File: src/rtl/alu_ops_pkg.sv
// Shared ALUControl encodings, multiply iteration count and EX-stage FSM states.
// Also consumed by the ALU control decoder.
package alu_ops_pkg;

   localparam logic [5:0] ALU_SLL    = 6'b000000;
   localparam logic [5:0] ALU_REGIMM = 6'b000001;  // BLTZ/BGEZ, split by RtSel
   localparam logic [5:0] ALU_SRL    = 6'b000010;
   localparam logic [5:0] ALU_JAL    = 6'b000011;
   localparam logic [5:0] ALU_BEQ    = 6'b000100;
   localparam logic [5:0] ALU_BNE    = 6'b000101;
   localparam logic [5:0] ALU_BLEZ   = 6'b000110;
   localparam logic [5:0] ALU_BGTZ   = 6'b000111;
   localparam logic [5:0] ALU_JR     = 6'b001000;
   localparam logic [5:0] ALU_MUL    = 6'b011000;
   localparam logic [5:0] ALU_ADD    = 6'b100000;
   localparam logic [5:0] ALU_SUB    = 6'b100010;
   localparam logic [5:0] ALU_AND    = 6'b100100;
   localparam logic [5:0] ALU_OR     = 6'b100101;
   localparam logic [5:0] ALU_XOR    = 6'b100110;
   localparam logic [5:0] ALU_NOR    = 6'b100111;
   localparam logic [5:0] ALU_SLT    = 6'b101010;

   localparam int unsigned MUL_ITERS = 32;

   typedef enum logic {
      StIdle,
      StMul
   } alu_state_e;

endpackage

File: src/rtl/mul_iter32.sv
// Shift-add multiply engine: one multiplier bit per cycle, MUL_ITERS cycles after Load.
// Product presents the accumulator including the current cycle's partial product.
module mul_iter32
   import alu_ops_pkg::*;
#(
   parameter int unsigned WIDTH = 32
) (
   input  logic             Clk,
   input  logic             Rst,
   input  logic             Load,
   input  logic [WIDTH-1:0] A,
   input  logic [WIDTH-1:0] B,
   output logic [WIDTH-1:0] Product,
   output logic             Last
);

   localparam int unsigned CntW = $clog2(MUL_ITERS);

   logic [WIDTH-1:0] mcand_q;
   logic [WIDTH-1:0] mplier_q;
   logic [WIDTH-1:0] acc_q;
   logic [CntW-1:0]  cnt_q;
   logic             active_q;
   logic [WIDTH-1:0] sum;

   always_comb begin
      sum     = acc_q + (mplier_q[0] ? mcand_q : '0);
      Product = sum;
      Last    = active_q && (cnt_q == CntW'(MUL_ITERS - 1));
   end

   always_ff @(posedge Clk or posedge Rst) begin
      if (Rst) begin
         mcand_q  <= '0;
         mplier_q <= '0;
         acc_q    <= '0;
         cnt_q    <= '0;
         active_q <= 1'b0;
      end else if (Load) begin
         mcand_q  <= A;
         mplier_q <= B;
         acc_q    <= '0;
         cnt_q    <= '0;
         active_q <= 1'b1;
      end else if (active_q) begin
         acc_q    <= sum;
         mcand_q  <= mcand_q << 1;
         mplier_q <= mplier_q >> 1;
         cnt_q    <= cnt_q + CntW'(1);
         if (Last) begin
            active_q <= 1'b0;
         end
      end
   end

endmodule

File: src/rtl/ex_alu_mc.sv
// Execute-stage ALU: single-cycle ops and branch decisions, plus a multi-cycle MUL
// that holds Busy high so the hazard unit can stall the front of the pipeline.
module ex_alu_mc
   import alu_ops_pkg::*;
#(
   parameter int unsigned WIDTH = 32
) (
   input  logic             Clk,
   input  logic             Rst,
   input  logic             Start,
   input  logic [5:0]       ALUControl,
   input  logic [WIDTH-1:0] A,
   input  logic [WIDTH-1:0] B,
   input  logic [4:0]       Shamt,
   input  logic             RtSel,
   output logic [WIDTH-1:0] Result,
   output logic             Zero,
   output logic             BranchTaken,
   output logic             OutValid,
   output logic             Busy
);

   alu_state_e       state_q, state_d;
   logic [WIDTH-1:0] result_q, result_d;
   logic             zero_q, zero_d;
   logic             branch_q, branch_d;
   logic             valid_q, valid_d;

   logic [WIDTH-1:0] alu_res;
   logic             alu_br;
   logic [WIDTH-1:0] diff;
   logic             a_neg;
   logic             a_zero;
   logic             mul_load;
   logic [WIDTH-1:0] mul_product;
   logic             mul_last;

   mul_iter32 #(
      .WIDTH(WIDTH)
   ) u_mul (
      .Clk    (Clk),
      .Rst    (Rst),
      .Load   (mul_load),
      .A      (A),
      .B      (B),
      .Product(mul_product),
      .Last   (mul_last)
   );

   // Single-cycle datapath; branch codes report A-B as their result.
   always_comb begin
      diff    = A - B;
      a_neg   = A[WIDTH-1];
      a_zero  = (A == '0);
      alu_res = '0;
      alu_br  = 1'b0;
      case (ALUControl)
         ALU_ADD:    alu_res = A + B;
         ALU_SUB:    alu_res = diff;
         ALU_AND:    alu_res = A & B;
         ALU_OR:     alu_res = A | B;
         ALU_NOR:    alu_res = ~(A | B);
         ALU_XOR:    alu_res = A ^ B;
         ALU_SLL:    alu_res = B << Shamt;
         ALU_SRL:    alu_res = B >> Shamt;
         ALU_SLT:    alu_res = {{(WIDTH-1){1'b0}}, ($signed(A) < $signed(B))};
         ALU_JR,
         ALU_JAL:    alu_res = A;
         ALU_BEQ: begin
            alu_res = diff;
            alu_br  = (A == B);
         end
         ALU_BNE: begin
            alu_res = diff;
            alu_br  = (A != B);
         end
         ALU_BGTZ: begin
            alu_res = diff;
            alu_br  = !a_neg && !a_zero;
         end
         ALU_BLEZ: begin
            alu_res = diff;
            alu_br  = a_neg || a_zero;
         end
         ALU_REGIMM: begin
            alu_res = diff;
            alu_br  = RtSel ? !a_neg : a_neg;
         end
         default: begin
            alu_res = '0;
            alu_br  = 1'b0;
         end
      endcase
   end

   always_comb begin
      state_d  = state_q;
      result_d = result_q;
      zero_d   = zero_q;
      branch_d = branch_q;
      valid_d  = 1'b0;
      mul_load = 1'b0;
      unique case (state_q)
         StIdle: begin
            if (Start) begin
               if (ALUControl == ALU_MUL) begin
                  mul_load = 1'b1;
                  state_d  = StMul;
               end else begin
                  result_d = alu_res;
                  zero_d   = (alu_res == '0);
                  branch_d = alu_br;
                  valid_d  = 1'b1;
               end
            end
         end
         StMul: begin
            if (mul_last) begin
               result_d = mul_product;
               zero_d   = (mul_product == '0);
               branch_d = 1'b0;
               valid_d  = 1'b1;
               state_d  = StIdle;
            end
         end
         default: state_d = StIdle;
      endcase
   end

   always_ff @(posedge Clk or posedge Rst) begin
      if (Rst) begin
         state_q  <= StIdle;
         result_q <= '0;
         zero_q   <= 1'b0;
         branch_q <= 1'b0;
         valid_q  <= 1'b0;
      end else begin
         state_q  <= state_d;
         result_q <= result_d;
         zero_q   <= zero_d;
         branch_q <= branch_d;
         valid_q  <= valid_d;
      end
   end

   // Decoded straight from state so an asynchronous reset drops it immediately.
   assign Busy        = (state_q == StMul);
   assign Result      = result_q;
   assign Zero        = zero_q;
   assign BranchTaken = branch_q;
   assign OutValid    = valid_q;

endmodule

File: config.mk
export PLATFORM = sky130hd
export DESIGN_NAME = ex_alu_mc
export DESIGN_NICKNAME = d
export VERILOG_FILES = /design/src/rtl/alu_ops_pkg.sv /design/src/rtl/mul_iter32.sv /design/src/rtl/ex_alu_mc.sv
export SDC_FILE = /design/constraint.sdc
export NUM_CORES = 1
export LEC_CHECK = 0
export CAP_MARGIN = 40
export CORE_ASPECT_RATIO = 1.2
export CORE_UTILIZATION = 55
export CTS_CLUSTER_DIAMETER = 80
export DETAILED_ROUTE_END_ITERATION = 8
export PLACE_DENSITY = 0.75
export SLEW_MARGIN = 20
export SYNTH_ARGS = -nofsm -noshare
export SYNTH_HDL_FRONTEND = slang
export SYNTH_SLANG_ARGS = --single-unit
File: constraint.sdc
create_clock -name Clk -period 6 [get_ports Clk]
set_clock_uncertainty 0.15 [all_clocks]
set_input_delay 0.6 -clock Clk [delete_from_list [all_inputs] [get_ports Clk]]
set_output_delay 0.6 -clock Clk [all_outputs]
set_load 0.02 [all_outputs]
# After elaboration in Yosys (flattened, before gate mapping)
# Cells that the tools add are included.
# totals
reg_bits	138
word_cells	92
# classes
bitwise_logic	5
mux	35
magnitude_cmp	1
n_reduce_logical	13
shifts	2
eq_ne	22
add_sub_neg	4
# ops
op	n
32-bit two-way mux	10
32-bit one-hot mux with 10 select lines	1
32-bit logical NOT	3
32-bit adder	2
32-bit one-hot mux with 2 select lines	1
6-bit equality test, second input constant	7
32-bit bitwise AND	1
32-bit equality test	1
32-bit < comparator	1
32-bit inequality test	1
32-bit inverter	1
32-bit OR	1
32-bit by 5-bit left shift with 32-bit output	1
32-bit by 5-bit >> shifter with 32-bit output	1
32-bit subtractor	1
32-bit bitwise XOR	1
6-bit by 3-bit equality test with 1-bit output, second input constant	4
1-bit two-way mux	16
6-bit by 2-bit equality test with 1-bit output, second input constant	2
5-bit two-way mux	2
1-bit one-hot mux with 2 select lines	4
6-bit by 1-bit equality test with 1-bit output, second input constant	1
6-bit by 4-bit equality test with 1-bit output, second input constant	1
6-bit by 5-bit equality test with 1-bit output, second input constant	1
other kinds (14)	17

# Logic depth before layout (Yosys ltp)
# Gate-level depths: netlist of the first run.
# logic_depth
ltp_word	7
mapped_depth	17
mapped_depth_nobuf	15

# Hierarchy
# From an unflattened synthesis of the first run, not the netlist that was laid out.
# hier_totals
cells_unflattened	2313
area_unflattened_um2	18750.5
# modules_own_cells
mod	cells_per_inst	n_inst	seq_area_each_um2	area_each_um2
ex_alu_mc	1637	1	900.9	12459.4
mul_iter32	676	1	2552.4	6291.0

# Worst setup path after synthesis of the first run
# Ideal clock, no wire load.
# synth_path
path_kind	input-to-reg
from	input B[4]
to	register zero_q (netlist: Zero)
setup_slack_ps	1540
setup_time_ps	65
cell_stages	16
required_ps	5785
n_path_buf	2
arrival_time_ps	4245
path_cell_list	clkbuf_1 inv_1 ha_1 clkbuf_1 o211a_1 a221oi_1 a21boi_0 or3_1 a31oi_1 xnor2_1 o221ai_1 or4_1 nor4_1 nand4_1 nor4_1 a211o_1
# synth_via
elab_chain_cells	7
elab_cells_between_ends	14
# synth_lines
element	line	source
from (decl)	ex_alu_mc.sv:13	input logic [WIDTH-1:0] B,
parallel branches: the longest is 2 deep, another holds 32-bit subtractor	n/a	
32-bit one-hot mux with 10 select lines *	ex_alu_mc.sv:57	case (ALUControl)
32-bit logical NOT *	ex_alu_mc.sv:111	zero_d = (alu_res == '0);
1-bit two-way mux *	ex_alu_mc.sv:106	if (ALUControl == ALU_MUL) begin
1-bit two-way mux *	ex_alu_mc.sv:105	if (Start) begin
1-bit one-hot mux with 2 select lines *	ex_alu_mc.sv:103	unique case (state_q)
to (signal assigned)	ex_alu_mc.sv:140	zero_q <= zero_d;
to (decl)	ex_alu_mc.sv:25	logic zero_q, zero_d;
# Mark *: on every way between the ends. The select of a mux whose other input is x is not followed.
# A chain may end at the register's enable or synchronous reset.

# Worst setup path in the final report of the first run
# layout_path
from	register u_mul.mplier_q[0]
to	register zero_q (netlist: Zero)
# layout_via
elab_chain_cells	5
# layout_lines
element	line	source
from (decl)	mul_iter32.sv:20	logic [WIDTH-1:0] mplier_q;
from (signal assigned)	mul_iter32.sv:48	mplier_q <= mplier_q >> 1;
32-bit two-way mux	mul_iter32.sv:27	sum = acc_q + (mplier_q[0] ? mcand_q : '0);
32-bit adder	mul_iter32.sv:27	
32-bit logical NOT	ex_alu_mc.sv:120	zero_d = (mul_product == '0);
1-bit two-way mux	ex_alu_mc.sv:118	if (mul_last) begin
1-bit one-hot mux with 2 select lines	ex_alu_mc.sv:103	
# No other way between the ends. The select of a mux whose other input is x is not followed.

==> results of run 1 <==
==> power breakdown <==
part           switching [mW]  total (mW)  internal (mW)
clock                   0.491        1.11          0.619
sequential              0.267        1.55           1.28
combinational            2.75        4.39           1.64
total                    3.51        7.05           3.54
==> registers in the layout (all words and copies together), names as in the netlist, 5 cells and up <==
signal / cells
Result: 32
u_mul.cnt_q: 5
u_mul.acc_q: 32
u_mul.mplier_q: 32
u_mul.mcand_q: 32
==> metrics by stage <==
| step | util | instances | power, mW |
|---|---|---|---|
| floorplan | - | 2321 | 4.385 |
| global placement | 0.6155 | 2777 | 5.485 |
| detailed placement | 0.6165 | 2781 | 5.643 |
| CTS | 0.6349 | 2813 | 6.835 |
| global route | 0.6372 | 2817 | 7.356 |
| finish | 0.6372 | 2817 | 7.045 |
==> synthesized netlist by cell type (20+ instances only) <==
cell,instances
nand2_1,255
nor2_1,203
mux2i_1,167
o21ai_0,163
a21oi_1,159
clkbuf_1,138
dfrtp_1,138
ha_1,138
inv_1,105
xnor2_1,67
a211oi_1,42
and2_1,41
nor4_1,37
nor3_1,36
mux2_2,32
o211ai_1,32
nand3_1,31
mux4_2,30
buf_2,27
a22oi_1,26
nand4_1,26
a221oi_1,24
a21o_1,23
o22ai_1,23
nor2b_1,20
==> logic make-up (layout without fill, tap and decap cells) <==
family,count (synthesis),in the layout,share of synthesized area
AO/OA/AOI/OAI,712,712,0.2667
multiplexers,229,229,0.1501
buffers and inverters,287,376,0.06242
XOR/XNOR,86,86,0.04175
adder cells (fa/ha/maj),141,141,0.09904
AND/OR/NAND/NOR,728,728,0.1886
flip-flops,138,138,0.1914
==> cell type report <==
cell class,instances,share of cell area
clock buffer,18,0.02088
clock inverter,14,0.007854
inverter,109,0.02015
multi-input combinational,1896,0.6557
sequential,138,0.1682
tap,407,0.02478
timing repair buffer,235,0.1024
==> layer usage <==
metal	vias to the layer above	routed length, um	global-route usage
met2	1580	36260	0.7490
li1	8733	-	-
met5	-	27	0
met4	4	7258	0.3617
met1	9649	29840	0.5759
met3	428	9635	0.1344
==> worst max path at each step <==
stage	slack, ps	to	startpoint
detailed placement	640	Zero$_DFFE_PP0P_	B[2]
floorplan	1540	Zero$_DFFE_PP0P_	B[4]
CTS	1040	Zero$_DFFE_PP0P_	u_mul.mplier_q[0]$_DFFE_PP0P_
global placement	680	Zero$_DFFE_PP0P_	B[4]
global route	690	Zero$_DFFE_PP0P_	u_mul.mplier_q[0]$_DFFE_PP0P_
finish	840	Zero$_DFFE_PP0P_	u_mul.mplier_q[0]$_DFFE_PP0P_
==> metrics.txt, run 1 <==
Area growth syn-to-layout 13.91%; Tcrit/Tclk final 0.8607; CTS clk-pin slew, worst paths about 60 ps; syn nets 2541; Max clock buf depth 2; r2r worst-path depth 15; Cell Chain, Critical Path buf_4, and2_1, ha_1, a21oi_1, a21boi_0, o21ai_0, a31oi_1, o31ai_2, xor2_1, nand4_1, or4_1, or4_1, or4b_1, nor4_2, a211o_1; Hold WS 324.5 ps; worst slew pin tran 881.2 ps; slew margin rel. 0.4071; Final Critical Period 5164 ps; first-iteration detailed-routing DRC count 3045; PD cells 342.8 nW/um^2; max_cap viols 0; DR vias/cell between 7 and 8; cell family with most CP delay simple AND/OR/NAND/NOR gates; crit path max-delay cell type or4b_1; post-CTS setup buffers 0; cell mode on critical path or4_1; worst-skew pair later-pin latency 480 ps; main flop type after synthesis dfrtp_1; io pins 115; placed cell area 19880 um^2; Place WS 637.1 ps; Worst Path Max Fanout 31; DRC 0; number of flops mapped to enable cells by yosys 0; multi-input logic area 13470 um^2; Seq. cell area 3457 um^2; Synth Register Bits about 140; Row Count 72; CTS Sinks 138; initial antenna violation count 2; Worst R2R Setup Slack between 800 and 900 ps; Async SR Flop Fraction 1.000; post_cts resized 0; Synth area leader dfrtp_1; TritonCTS clock tree built; vias in the first global route 19460; commonest non-fill, non-tap cell in the layout nand2_1; Final Cell Area 20550 um^2; total negative slack 0 ps; status finished, final reports clean; Setup WS post-layout 835.8 ps; GR Overflow Total 0; first-pass GRT wire length 121.7 mm; Total Routing Usage GR 0.4856; pin count of the biggest net entering global routing 97; FMAX 193.6 MHz; HPWL after DPL 62.37 mm; WS Path Type reg -> reg; Worst EP required 6260 ps; CP endpoint kind register; TritonRoute pass-1 iters 8; post-synth cell types 86; P_leak a little under 9 nW; Core Region 32250 um^2; Final Hold Viols 0; worst stage delay on the critical path 530 ps; WL/cell between 20 and 30 um; GP Congestion about 1.1; depth of the CTS H-tree 4; full die area approximately 34000 um^2; layout cell share with drive strength beyond 1 0.1021; Die Span Y 200.4 um; Synth Area per Inst 7.773 um^2; RSZ-0062 raised after global routing no; drt total wl about 83 mm; Synth top area share 0.1914; initial core utilization 0.5594; commonest non-fill, non-tap cells in the layout 255 x nand2_1, 202 x nor2_1, 167 x mux2i_1; reg2reg end Zero$_DFFE_PP0P_; Slew Limit Fails 0; Post-Syn Area 18040 um^2; ANT cells 0; Max IR drop VDD between 0.2 and 0.25 mV; Synth Warn # 0; crit path DAT 5420 ps; Seq/Total Area, Yosys 0.1914; routed via count slightly above 20000; Fillers approximately 2800; Root Driver clkbuf_16; antenna-violating nets left 0; Final #Nets 2617; Mapped Cells 2321; Worst R2R Start u_mul.mplier_q[0]$_DFFE_PP0P_; # setup viols final 0; Critical Path Start Type register; hold crit path type in -> async; CTS buffer count 17; CP bufs+invs 1; IO buf count 114; top cells by area, synth dfrtp_1 19%, ha_1 9.6%, mux2i_1 9.3%; hold buffer count at cts 0; Chip Width 167.3 um; WP depth 15
No activity file was read; power rests on OpenSTA's default activity.
==> inputs of run 2 (changes only) <==
--- a/config.mk
+++ b/config.mk
@@ -14,4 +14,5 @@
 export SLEW_MARGIN = 20
 export SYNTH_ARGS = -nofsm -noshare
 export SYNTH_HDL_FRONTEND = slang
+export SYNTH_HIERARCHICAL = 1
 export SYNTH_SLANG_ARGS = --single-unit
==> metrics.txt, run 2 <==
Final #Nets 2574 (-1.6%); Final Critical Period 4902 ps (-261.8 ps); CTS Sinks 138 (unchanged); Hold Crit Depth 2; WS Path Type in -> reg; post_cts resized 0 (unchanged); most common cell in the synthesized netlist nand2_1; Worst R2R Setup Slack 1250 ps (+410 ps); hold crit path type reg -> reg; worst-skew pair later-pin latency 470 ps (about the same); Final Cell Area 20980 um^2 (+2.1%); Hold EP Result[5]$_DFFE_PP0P_; placed cell area 20320 um^2 (+2.2%); most common library cells after synthesis 220 x nand2_1, 182 x mux2i_1, 180 x nor2_1; overall power 7.702 mW (+9.3%); number of flops mapped to enable cells by yosys 0 (unchanged); DR vias/cell 7.022 (-3.0%); depth of the CTS H-tree 4 (unchanged); Max IR drop VDD 0.2103 mV (-1.7%); GP Congestion 1.053 (-3.3%); main flop type after synthesis dfrtp_1; Synth Area per Inst 8.107 um^2 (+4.3%); crit path max-delay cell type clkdlybuf4s50_1; DRC 0 (unchanged); Synth top area share 0.1842 (-0.007242); Final Hold Viols 0 (unchanged); CTS buffer count 17 (unchanged); Post-Syn Area 18750 um^2 (+3.9%); top cells by area, synth dfrtp_1 18%, mux2i_1 9.7%, ha_1 9.2%; commonest non-fill, non-tap cell in the layout nand2_1; antenna-violating nets left 0 (unchanged); WL/cell 27.75 um (-5.8%); Root Driver clkbuf_16; HPWL after DPL 59.75 mm (-4.2%); Mapped Cells 2313 (-0.34%); final core occ 0.6293 (-0.007833); reg2reg end Zero$_DFFE_PP0P_; first-pass GRT wire length 115.9 mm (-4.8%); initial antenna violation count 0 (-2); min-delay src Result[5]$_DFFE_PP0P_; Seq/Total Area, Yosys 0.1842 (-0.007242); hold buffer count at cts 0 (unchanged); Setup WS post-layout 1098 ps (+261.8 ps); Synth Register Bits 138 (unchanged); Die Span Y 204.3 um (+1.9%); Area growth syn-to-layout 11.90%; Place WS 746.1 ps (+109.0 ps); Async SR Flop Fraction 1.000 (unchanged); launch point of the worst path B[5]; Chip Width 170.6 um (+1.9%); layout cell share with drive strength beyond 1 0.1048 (+0.002699); slew margin rel. 0.3485 (-0.05860); syn nets 2533 (-0.31%); status finished, final reports clean; initial core utilization 0.5624 (+0.003036); P_leak 9.008 nW (+4.0%); first-iteration detailed-routing DRC count 2260 (-26%); Worst Path Max Fanout 13 (-58%); GR Overflow Total 0 (unchanged); Slew Limit Fails 0 (unchanged); post-synth cell types 91 (+5.8%); Cell Chain, Critical Path clkdlybuf4s50_1, inv_1, ha_1, and3_1, a221oi_2, o21a_2, a31oi_1, a211oi_1, xnor2_1, o211ai_1, a2111o_1, nor4_1, nand4_1, o21ai_1; Synth area leader dfrtp_1; io pins 115 (unchanged); RSZ-0062 raised after global routing no; PD cells 367.1 nW/um^2 (+7.1%); worst slew pin tran 968.3 ps (+87.10 ps); Max clock buf depth 2 (unchanged); Core Region 33340 um^2 (+3.4%); commonest non-fill, non-tap cells in the layout 220 x nand2_1, 182 x mux2i_1, 179 x nor2_1; total negative slack 0 ps (unchanged); vias in the first global route 19060 (-2.1%); CP endpoint kind register; post-CTS setup buffers 0 (unchanged); Critical Path Start Type primary input; Worst EP required 6240 ps (-20 ps); ANT cells 0 (unchanged); FMAX 204.0 MHz (+5.3%); routed via count 19780 (-3.0%); # setup viols final 0 (unchanged); pin count of the biggest net entering global routing 92 (-5.2%); worst stage delay on the critical path 760 ps (+230 ps); crit path DAT 5140 ps (-280 ps); max_cap viols 0 (unchanged); Row Count 73 (+1.4%); drt total wl 78.16 mm (-5.8%); r2r worst-path depth 16 (+1); CTS clk-pin slew, worst paths 60 ps (about the same); full die area 34840 um^2 (+3.9%); Worst R2R Start u_mul/mplier_q[0]$_DFFE_PP0P_; TritonCTS clock tree built; TritonRoute pass-1 iters 6 (-2); IO buf count 114 (unchanged); Tcrit/Tclk final 0.8171 (-0.04363); Synth Warn # 6 (+6); Total Routing Usage GR 0.4499 (-0.03579)
run 2: cell types whose count changed after synthesis, moves of 15 or more:
cell	change
o21ai_0	-17
a21o_1	+16
mux4_2	+21
nor2_1	-23
clkbuf_1	-39
nand3_1	+23
xnor2_1	-15
mux2i_1	+15
nand2_1	-35
o221ai_1	-15
run 2: where the power goes:
group          switching (mW)  internal (mW)  total [mW]
clock                   0.466          0.638        1.10
combinational            2.98           1.92        4.90
sequential              0.336           1.37        1.70
total                    3.78           3.92        7.70
run 2: final cells by class:
cell class | instances | area, um^2
fillers | 2885 | 12360
inverters | 121 | 456.7
repair buffers | 204 | 1872
clock inverters | 12 | 136.4
flip-flops and latches | 138 | 3457
well taps | 450 | 563.0
multi-input cells | 1872 | 14040
clock buffers | 20 | 456.7
run 2: per-stage QoR:
step | cells | hold slack [ps]
final | 2817 | 319.6
after global routing | 2817 | 342.0
after CTS | 2814 | 328.6
after detailed placement | 2782 | 314.7
after global placement | 2780 | 298.7
after floorplan | 2313 | 322.3
run 2: worst max-delay path by stage:
stage	endpoint	slack [ps]
final	Zero$_DFFE_PP0P_	1100
after global routing	Zero$_DFFE_PP0P_	890
after CTS	Zero$_DFFE_PP0P_	1220
after detailed placement	Zero$_DFFE_PP0P_	750
after global placement	Zero$_DFFE_PP0P_	850
after floorplan	Zero$_DFFE_PP0P_	1960
run 2: logic make-up after synthesis:
logic type	count (synthesis)	synth area share
fa+ha+maj	141	0.09529
compound gates	662	0.2382
xor+xnor	82	0.03910
simple gates	710	0.1808
buf+inv	303	0.06886
mux	277	0.1936
flops	138	0.1842
run 2: layer usage:
| layer | routed length, um | GRT usage |
|---|---|---|
| met1 | 29590 | 0.5542 |
| met2 | 35670 | 0.7179 |
| met3 | 7194 | 0.07610 |
| met4 | 5702 | 0.3050 |
| met5 | 0 | 0 |
run 2: worst max-delay path: cells and delay by family:
family                     cells  cell delay [ps]
and+or+nand+nor                3              650
AOI/OAI and AO/OA              7             2330
xor gates and xnor gates       1              200
buffers and inverters          2              910
adders and majority gates      1              460
==> edit, RTL diff (flow settings as in run 2) <==
Make the reset (`Rst`) synchronous in 2 clocked blocks. Comments in the files are not updated.
--- a/src/rtl/mul_iter32.sv
+++ b/src/rtl/mul_iter32.sv
@@ -29,7 +29,7 @@
       Last    = active_q && (cnt_q == CntW'(MUL_ITERS - 1));
    end
 
-   always_ff @(posedge Clk or posedge Rst) begin
+   always_ff @(posedge Clk) begin
       if (Rst) begin
          mcand_q  <= '0;
          mplier_q <= '0;
--- a/src/rtl/ex_alu_mc.sv
+++ b/src/rtl/ex_alu_mc.sv
@@ -127,7 +127,7 @@
       endcase
    end
 
-   always_ff @(posedge Clk or posedge Rst) begin
+   always_ff @(posedge Clk) begin
       if (Rst) begin
          state_q  <= StIdle;
          result_q <= '0;
Function: differs if Rst is asserted again (counterexample within 4 cycles, from zero or initial values and one cycle with Rst high); with Rst held inactive, the same outputs for 10 cycles.
==> edit against run 2 <==
Synthesized area is 0.11% lower. Wire length is 9.2% higher. First-iteration DRC count is 43% higher. Design area is 0.51% lower. Sequential cell count stayed put. Non-clock buffer count is 6 higher. Setup slack worse by 0.21 ns. Synthesized cell count is 9.2% higher. Utilization is 0.32 points lower. Critical endpoint is now Zero.
Power is not compared: it rests on default switching activity, and its combinational part moved more than twofold at a synthesized area within 25%.
==> edit: results (changes against run 2) <==
cells_and_area:
  clkbuf_count: 21  # +5.0%
  syn2layout_area_growth_pct: 11.4
  clkCellAreaFrac_pct: 2.81  # -0.015 points
  nonClkBufAreaFrac_pct: 8.85  # -0.074 points
  layout.non_clock_buffers: 210  # +2.9%
  final.fill_count: 2976  # +3.2%
  multi_input_combinational: 2081  # +11%
  multiInputGateArea_sq_um: 14700  # +4.6%
  drive_gt1_share_pct: 9.99  # -0.49 points
  seqCellArea_sq_um: 2770  # -20%
synthesis:
  mappedNetlistNets: 2745  # +8.4%
  asyncSetResetFlopFracSynth_pct: 0  # -100 points
  mappedNetlistArea_sq_um: 18700  # -0.11%
  post_synth_num_cell_types: 107  # +18%
global_routing:
  globalRouteMet1Util_pct: 58.3  # +2.8 points
  total_track_usage_pct: 49.1  # +4.1 points
  first_global_vias: 20242  # +6.2%
  grt_start_max_net_pins: 70  # -24%
  grt_util_met2_pct: 75.5  # +3.7 points
status:
  status: "finished, final reports clean"
drt:
  route.top_layer_used: "met5"
  route.detailed.wl_per_inst_microns: 28.2  # +1.8%
  post_route_m1_wl_microns: 31200  # +5.3%
  post_drt_via_cell_ratio: 7.16  # +1.9%
  met3RoutedLength_microns: 9600  # +33%
setup_path:
  slowest_delay_ns: 0.57  # -0.19 ns
  worstPathArrival_ns: 5.35  # +0.21 ns
  crit_slowest_cell: "sky130_fd_sc_hd__dfxtp_1"
  crit_path_max_fanout: 24  # +11
placement:
  gp_congestion: 1.15  # +8.9%
  hpwl_microns: 65800  # +10%
  post_dp_cell_area_sq_um: 20200  # -0.45%
  detailedPlace.worstSlack_ns: 0.549  # -0.197 ns
sta:
  worst_slew_pin_slew_ns: 0.914  # -0.0540 ns
[edit: cell count changes in the layout (fill, tap and decap cells not counted), moves of 13 or more]
cell / change
sky130_fd_sc_hd__dfxtp_1: +137
sky130_fd_sc_hd__o21ai_0: -43
sky130_fd_sc_hd__mux2i_1: -22
sky130_fd_sc_hd__nand2_1: -19
sky130_fd_sc_hd__a21oi_1: +94
sky130_fd_sc_hd__o211ai_1: +13
sky130_fd_sc_hd__nor2_1: +124
sky130_fd_sc_hd__dfrtp_1: -137
[edit: worst paths after layout]
kind,start,end,slack (ns),cells after the start
hold reg to reg,Result[0],Result[0],0.31,2
setup reg to reg,u_mul/mplier_q[0],Zero,0.89,16
hold / removal,Result[0],Result[0],0.31,2
setup / recovery,u_mul/mplier_q[0],Zero,0.89,16
[edit: kinds of logic after synthesis]
family,count (synthesis),share of synthesized area [%]
flops,138,14.7
simple gates,863,22.0
buf+inv,306,6.95
mux,230,15.3
fa+ha+maj,141,9.54
xor+xnor,69,3.31
compound gates,778,28.2
